[config.mk]
export PLATFORM = sky130hd
export DESIGN_NAME = den_gt_ctrl
export DESIGN_NICKNAME = d
export VERILOG_FILES = /design/src/rtl/den_gt_ctrl.sv
export SDC_FILE = /design/constraint.sdc
export NUM_CORES = 1
export LEC_CHECK = 0
export ABC_AREA = 0
export BUFFER_PORTS_ARGS = -buffer_cell sky130_fd_sc_hd__buf_2
export CAP_MARGIN = 30
export CORE_MARGIN = 2
export CORE_UTILIZATION = 60
export CTS_BUF_LIST = sky130_fd_sc_hd__clkbuf_2
export CTS_CLUSTER_SIZE = 25
export DETAILED_ROUTE_END_ITERATION = 16
export PLACE_DENSITY = 0.8
export SLEW_MARGIN = 20
export SYNTH_ARGS = -nofsm -noshare
export SYNTH_HDL_FRONTEND = slang
export SYNTH_SLANG_ARGS = --single-unit
[constraint.sdc]
create_clock -name clk -period 2.1 [get_ports clk]
set_input_delay 0.42 -clock clk [delete_from_list [all_inputs] [get_ports clk]]
set_output_delay 0.42 -clock clk [all_outputs]
set_load 0.01 [all_outputs]
[src/rtl/den_gt_ctrl.sv]
// den_gt_ctrl: free-running two-way traffic-light controller (approaches A/B).
// Moore FSM with per-phase cycle counter and registered lamp drive.
// Optional all-red clearance phases are built with macro DEN_GT_ALL_RED_EN.
module den_gt_ctrl #(
  parameter int unsigned T_GREEN  = 8,
  parameter int unsigned T_YELLOW = 3,
  parameter int unsigned T_ALLRED = 1,
  parameter int unsigned CNT_W    = 8
) (
  input  logic       clk,
  input  logic       reset,
  output logic [5:0] light
);

  // Zero durations behave as one cycle
  localparam int unsigned C_GREEN  = (T_GREEN  == 0) ? 1 : T_GREEN;
  localparam int unsigned C_YELLOW = (T_YELLOW == 0) ? 1 : T_YELLOW;
  localparam int unsigned C_ALLRED = (T_ALLRED == 0) ? 1 : T_ALLRED;
  localparam int unsigned C_MAX_GY = (C_GREEN > C_YELLOW) ? C_GREEN : C_YELLOW;
  localparam int unsigned C_MAX    = (C_MAX_GY > C_ALLRED) ? C_MAX_GY : C_ALLRED;

  localparam logic [CNT_W-1:0] C_G_LAST  = CNT_W'(C_GREEN - 1);
  localparam logic [CNT_W-1:0] C_Y_LAST  = CNT_W'(C_YELLOW - 1);
`ifdef DEN_GT_ALL_RED_EN
  localparam logic [CNT_W-1:0] C_AR_LAST = CNT_W'(C_ALLRED - 1);
`endif

  // Lamp patterns {A red, A yel, A grn, B red, B yel, B grn}
  localparam logic [5:0] L_ALL_RED = 6'b100100;
  localparam logic [5:0] L_A_GRN   = 6'b001100;
  localparam logic [5:0] L_A_YEL   = 6'b010100;
  localparam logic [5:0] L_B_GRN   = 6'b100001;
  localparam logic [5:0] L_B_YEL   = 6'b100010;

  // Counter must be able to reach the longest phase's terminal count
  if (((C_MAX - 1) >> CNT_W) != 0) begin : g_cnt_w_chk
    $error("den_gt_ctrl: CNT_W too narrow for the longest phase");
  end

  typedef enum logic [2:0] {
    S_INIT  = 3'd0,
    S_A_GRN = 3'd1,
    S_A_YEL = 3'd2,
    S_B_GRN = 3'd3,
    S_B_YEL = 3'd4,
    S_AR1   = 3'd5,
    S_AR2   = 3'd6
  } state_t;

  state_t           r_state;
  logic [CNT_W-1:0] r_cnt;
  logic [5:0]       r_light;
  logic [CNT_W-1:0] w_last;
  logic             w_done;

  // Lamp pattern for a given state; unknown encodings show all-red
  function automatic logic [5:0] f_decode(input state_t s);
    case (s)
      S_A_GRN: f_decode = L_A_GRN;
      S_A_YEL: f_decode = L_A_YEL;
      S_B_GRN: f_decode = L_B_GRN;
      S_B_YEL: f_decode = L_B_YEL;
      default: f_decode = L_ALL_RED;
    endcase
  endfunction

  // Terminal count of the current phase
  always_comb begin
    w_last = '0;
    case (r_state)
      S_A_GRN, S_B_GRN: w_last = C_G_LAST;
      S_A_YEL, S_B_YEL: w_last = C_Y_LAST;
`ifdef DEN_GT_ALL_RED_EN
      S_AR1, S_AR2:     w_last = C_AR_LAST;
`endif
      default:          w_last = '0;
    endcase
    w_done = (r_cnt == w_last);
  end

  // Phase sequencer; lamp register is loaded with the decode of the next state
  always_ff @(posedge clk or negedge reset) begin
    if (!reset) begin
      r_state <= S_INIT;
      r_cnt   <= '0;
      r_light <= L_ALL_RED;
    end else begin
      case (r_state)
        S_INIT: begin
          r_state <= S_A_GRN;
          r_cnt   <= '0;
          r_light <= f_decode(S_A_GRN);
        end
        S_A_GRN: begin
          if (w_done) begin
            r_state <= S_A_YEL;
            r_cnt   <= '0;
            r_light <= f_decode(S_A_YEL);
          end else begin
            r_cnt <= r_cnt + CNT_W'(1);
          end
        end
        S_A_YEL: begin
          if (w_done) begin
`ifdef DEN_GT_ALL_RED_EN
            r_state <= S_AR1;
            r_light <= f_decode(S_AR1);
`else
            r_state <= S_B_GRN;
            r_light <= f_decode(S_B_GRN);
`endif
            r_cnt   <= '0;
          end else begin
            r_cnt <= r_cnt + CNT_W'(1);
          end
        end
        S_B_GRN: begin
          if (w_done) begin
            r_state <= S_B_YEL;
            r_cnt   <= '0;
            r_light <= f_decode(S_B_YEL);
          end else begin
            r_cnt <= r_cnt + CNT_W'(1);
          end
        end
        S_B_YEL: begin
          if (w_done) begin
`ifdef DEN_GT_ALL_RED_EN
            r_state <= S_AR2;
            r_light <= f_decode(S_AR2);
`else
            r_state <= S_A_GRN;
            r_light <= f_decode(S_A_GRN);
`endif
            r_cnt   <= '0;
          end else begin
            r_cnt <= r_cnt + CNT_W'(1);
          end
        end
`ifdef DEN_GT_ALL_RED_EN
        S_AR1: begin
          if (w_done) begin
            r_state <= S_B_GRN;
            r_cnt   <= '0;
            r_light <= f_decode(S_B_GRN);
          end else begin
            r_cnt <= r_cnt + CNT_W'(1);
          end
        end
        S_AR2: begin
          if (w_done) begin
            r_state <= S_A_GRN;
            r_cnt   <= '0;
            r_light <= f_decode(S_A_GRN);
          end else begin
            r_cnt <= r_cnt + CNT_W'(1);
          end
        end
`endif
        default: begin
          r_state <= S_INIT;
          r_cnt   <= '0;
          r_light <= L_ALL_RED;
        end
      endcase
    end
  end

  assign light = r_light;

endmodule

Word-level counts from Yosys, hierarchy flattened
Index checks and enable logic that the tools add are counted.
{ "totals": {"ff_bits": 17, "input_bits": 2, "out_inout_bits": 6, "elab_cells": 31} }
{ "classes": {"add_sub_neg": 1, "eq_ne": 9, "mux": 13, "n_reduce_logical": 5} }
{ "ops": {"columns": ["op", "count"], "rows": [
  ["$pmux 6 s5", 1],
  ["$mux 6", 4],
  ["$mux 8", 2],
  ["$pmux 3 s5", 1],
  ["$mux 3", 4],
  ["$add 8x1->8 const B", 1],
  ["$eq 8x8->1", 1],
  ["$ne 2x2->1 const B", 4],
  ["$eq 3x2->1 const B", 2],
  ["$pmux 3 s2", 1],
  ["$reduce_and 4->1", 1],
  ["$reduce_or 2->1", 2],
  ["$reduce_or 4->1", 1],
  ["$eq 3x1->1 const B", 1],
  ["$eq 3x3->1 const B", 1],
  ["$logic_not 3->1", 1]
]} }

Logic depth before layout (Yosys ltp)
{ "depth": {"ltp_word": 6, "mapped_depth": 6, "depth_no_buf": 5} }

Least setup slack after synthesis
No wires, ideal clock.
{ "synth_path": {"path_kind": "register -> register", "start": "register r_cnt[5]", "end": "register r_light[3] (netlist: light[3])", "setup_time_ns": 0.125, "arrival_ns": 1.566, "t_required_ns": 1.975, "slack_ns": 0.410, "stages_incl_launch_ff": 5, "path_buffers": 0, "period_less_slack_ns": 1.690, "cell_sequence": "dfrtp_1 -> or3_4 -> nor3_4 -> a31o_4 -> mux2_2"} }
{ "synth_via": {"elab_chain_len": 3, "elab_cells_between_ends": 6, "cone_classes": "5 x eq/ne; 1 x reduce/logical"} }
{ "synth_rtl": {"columns": ["item", "line", "text"], "rows": [
  ["from (decl)", "51", "logic [CNT_W-1:0] r_cnt;"],
  ["from (signal assigned)", "100", "r_cnt <= r_cnt + CNT_W'(1);"],
  ["from (signal assigned)", "114", "r_cnt <= r_cnt + CNT_W'(1);"],
  ["from (signal assigned)", "123", "r_cnt <= r_cnt + CNT_W'(1);"],
  ["$eq 8x8->1 (*)", "78", "w_done = (r_cnt == w_last);"],
  ["$ne 2x2->1 (no source line)", null, null],
  ["$reduce_and 4->1 (no source line) (*)", null, null],
  ["to (signal assigned)", "92", "r_light <= f_decode(S_A_GRN);"],
  ["to (signal assigned)", "98", "r_light <= f_decode(S_A_YEL);"],
  ["to (signal assigned)", "110", "r_light <= f_decode(S_B_GRN);"],
  ["to (decl)", "52", "logic [5:0] r_light;"]
]} }
Every way passes the cells marked *; elsewhere a longest branch is shown, timed or not.
A chain may end at the register's enable or synchronous reset.

==> impl_summary.md <==
Clocking
The number of instances resized during post-cts repair is 0. In this run, CTS created clock tree buffers numbering 3. The CTS tree is built. Clock-pin slew was measured on the worst setup and hold paths at 0.16 ns. Counting every sink on the clock net gives 16. No sink is reached through more buffers than the 2 on the longest clock path.

The post-CTS setup-driven buffer insertion count is 0. The clock reaches the later pin of the worst-skew pair after 0.29 ns. In this run the clock root is driven by a clkbuf_2.

The number of H-tree branching levels is 1.

Global routing
Global routing finished with a remaining overflow of 0. The number of global-route vias before repair is 659. The initial antenna violation count is 0.

Entering global routing, the biggest net connects 17 pins. The combined global-route utilization of all metal layers is 0.215. The first global-routing pass estimated 2.93 mm of wire.

Final layout
In the final layout, the share of cells above drive strength 1 is 0.260. For this run, the post-layout net count is 100. 0 antenna diodes ended up in the layout. Counting the fill cells in the layout gives 114. The area growth from synthesis to layout is 7.35%.

Placed design
The number of I/O port buffers is 7. The detailed placer's ending HPWL is 1.21 mm. The routability congestion estimate from global placement is 0.913.

The setup slack at placement is 0.287 ns.

Floorplan
The die covers 1890 um^2. The overall die width is 43.5 um. The die extent in y is 43.5 um. After floorplanning, the core was sized to cover 1490 um^2. The number of placement rows is 14. The initial utilization of the core area, before any placement, comes to 0.629. The boundary pin count is 8.

Critical path
Data arrives at the worst endpoint at 2.05 ns. The worst setup path is captured at a flop. Along the worst path, the maximum fanout reaches 12. The setup path with the least slack is of type flop to flop. The required time at the endpoint of the critical path is 2.29 ns. The kind of launch point of the worst setup path is a flop.

Hold path
The worst min-delay path category is flop to flop.

Synth
The synthesized instance count is 86. In the post-synthesis netlist, the biggest area contributors are dfrtp_1 37%, dfstp_2 5.6%, xnor3_1 4.8%. Counting flops with a built-in enable in the synthesized netlist gives 0. The synthesized design contains 16 register bits.

Of all flip-flops after synthesis, the portion carrying an async set or reset was 1.00. The average instance in the mapped netlist occupies 10.9 um^2. The biggest area consumer among synthesized cells is dfrtp_1.

The post-synthesis net count is 89. The most numerous cell in the Yosys netlist is dfrtp_1. The count of warnings emitted by yosys is 0. The synthesized netlist occupies a cell area of 936 um^2. The top cell type's share of synthesized area is 0.374. For this run, the register share of the synthesized area comes to 0.430. The number of distinct library cells after synthesis is 39. Ranked by instance count, the synthesized netlist is headed by 14 x dfrtp_1, 10 x nor2_1, 5 x nand2_1, 5 x xnor2_1. The leading register cell type out of synthesis is dfrtp_1.

Power
The leakage component of the power is 0.413 nW. IR analysis of the VDD net gives a maximum drop of 0.350 mV. The power density over the cells is 461 nW/um^2.

Drt
The number of DRC violations after detailed-routing iteration 0 is 5. The post-detailed-route count of antenna-violating nets is 0. For this block, the routed nets add up to 1.66 mm of wire.

The number of DRC violations after detailed routing is 0. The routed layout has 669 vias. The post-detailed-route via-to-cell ratio is 5.97.

The first TritonRoute pass finished after 4 iterations. In the final routed layout, each cell accounts on average for 14.8 um.

Timing
In the final timing run, aggregate negative setup slack is 0 ns. The maximum clock frequency is 0.536 GHz. Subtracting the final worst setup slack from the clock period gives 1.87 ns. The transition time at the pin with the least slew margin is 0.375 ns. The final count of hold timing violations was 0. The worst path meets setup with 0.234 ns of slack. Setup violations remaining at the end of the flow were counted as 0. The number of pins exceeding their max-slew limit in the final report is 0. Setup repair after global routing left no endpoint under its margin. The worst pin sits at a relative slew slack of 0.750. The period utilization is 0.889. The final worst clock skew is 0.0145 ns.

Job
The max-cap violation count is 0.

Run status
The run finished with clean final reports.
## what timing repair did
action,in CTS,in global routing
hold endpoints to repair,8,0
hold buffers,1,0
endpoints found under the setup margin,0,0
## critical path: stages (launching register included)
cell and delay [ns]:
dfrtp_1 0.53, nand2b_4 0.23, mux2i_4 0.36, a31o_4 0.30, mux2_2 0.35
## worst paths after layout
path / startpoint / end / slack (ns) / cells after the start
min in group asynchronous: reset / r_cnt[2] / 0.53 / 2
worst max-delay path: light[1] / light[3] / 0.23 / 4
worst max register to register: light[1] / light[3] / 0.23 / 4
max in group asynchronous: reset / light[5] / 1.24 / 2
worst min register to register: light[5] / light[5] / 0.48 / 2
worst min-delay path: light[5] / light[5] / 0.48 / 2
## registers in the layout, indices dropped and copies added (netlist names)
register / flops
light: 6
r_state: 2
r_cnt: 8
## kinds of logic (layout without fill, tap and decap cells)
group / count (synthesis) / in the layout / share of synthesized area
xor gates and xnor gates: 9 / 9 / 0.114
adders and majority gates: 1 / 1 / 0.0134
buffers and inverters: 8 / 18 / 0.0454
muxes: 4 / 4 / 0.0588
and+or+nand+nor: 33 / 33 / 0.207
DFF: 16 / 16 / 0.430
AOI/OAI and AO/OA: 15 / 15 / 0.131
## report_power, final
part / internal (mW) / total [mW] / switching [mW]
clock network: 0.0505 / 0.147 / 0.0964
registers: 0.308 / 0.308 / 0
logic: 0.00188 / 0.00777 / 0.00589
## layout by cell type (no fill, tap or decap), drive strengths merged
cell,Yosys,routed
o32ai,1,1
o31ai,1,1
mux2i,2,2
mux2,2,2
a211o,1,1
ha,1,1
nand2,5,5
a31oi,2,2
and4,1,1
xor2,2,2
a311o,1,1
inv,5,5
nand3,4,4
dfrtp,14,14
o21ai,2,2
and3,1,1
a21oi,1,1
a31o,1,1
nand4,2,2
nor3,5,5
a41o,1,1
nand2b,1,1
o211ai,2,2
xnor2,5,5
a22o,1,1
o311ai,1,1
dfstp,2,2
or3,2,2
buf,2,8
or2,1,1
clkbuf,1,4
nor2,11,11
dlygate4sd3,0,1
xnor3,2,2
## metal layers
layer	up-vias	GRT usage	part of all wire	wire length [um]
met5	-	0	0	0
li1	331	-	-	-
met2	7	0.340	0.51	842
met3	4	0.0375	0.021	34
met1	327	0.283	0.45	752
met4	0	0.109	0.016	27
## final cells by class
type	count	area, um^2	area share
multi-input combinational	62	490	0.488
clock buffer	4	20.0	0.0199
timing repair buffer	9	52.6	0.0523
tap	16	20.0	0.0199
sequential	16	403	0.401
inverter	5	18.8	0.0187
## through the flow
stage          hold WS, ns  std cells  instance area (um^2)  utilization  power [mW]
6_report             0.476        112                  1000        0.675       0.463
5_1_grt              0.495        112                  1000        0.675       0.479
4_1_cts              0.479        112                  1000        0.675       0.468
3_5_place_dp         0.347        107                   975        0.655       0.321
3_3_place_gp         0.342        107                   975        0.655       0.321
2_1_floorplan        0.124         86                   936            -       0.314
No activity file was read; power rests on OpenSTA's default activity.
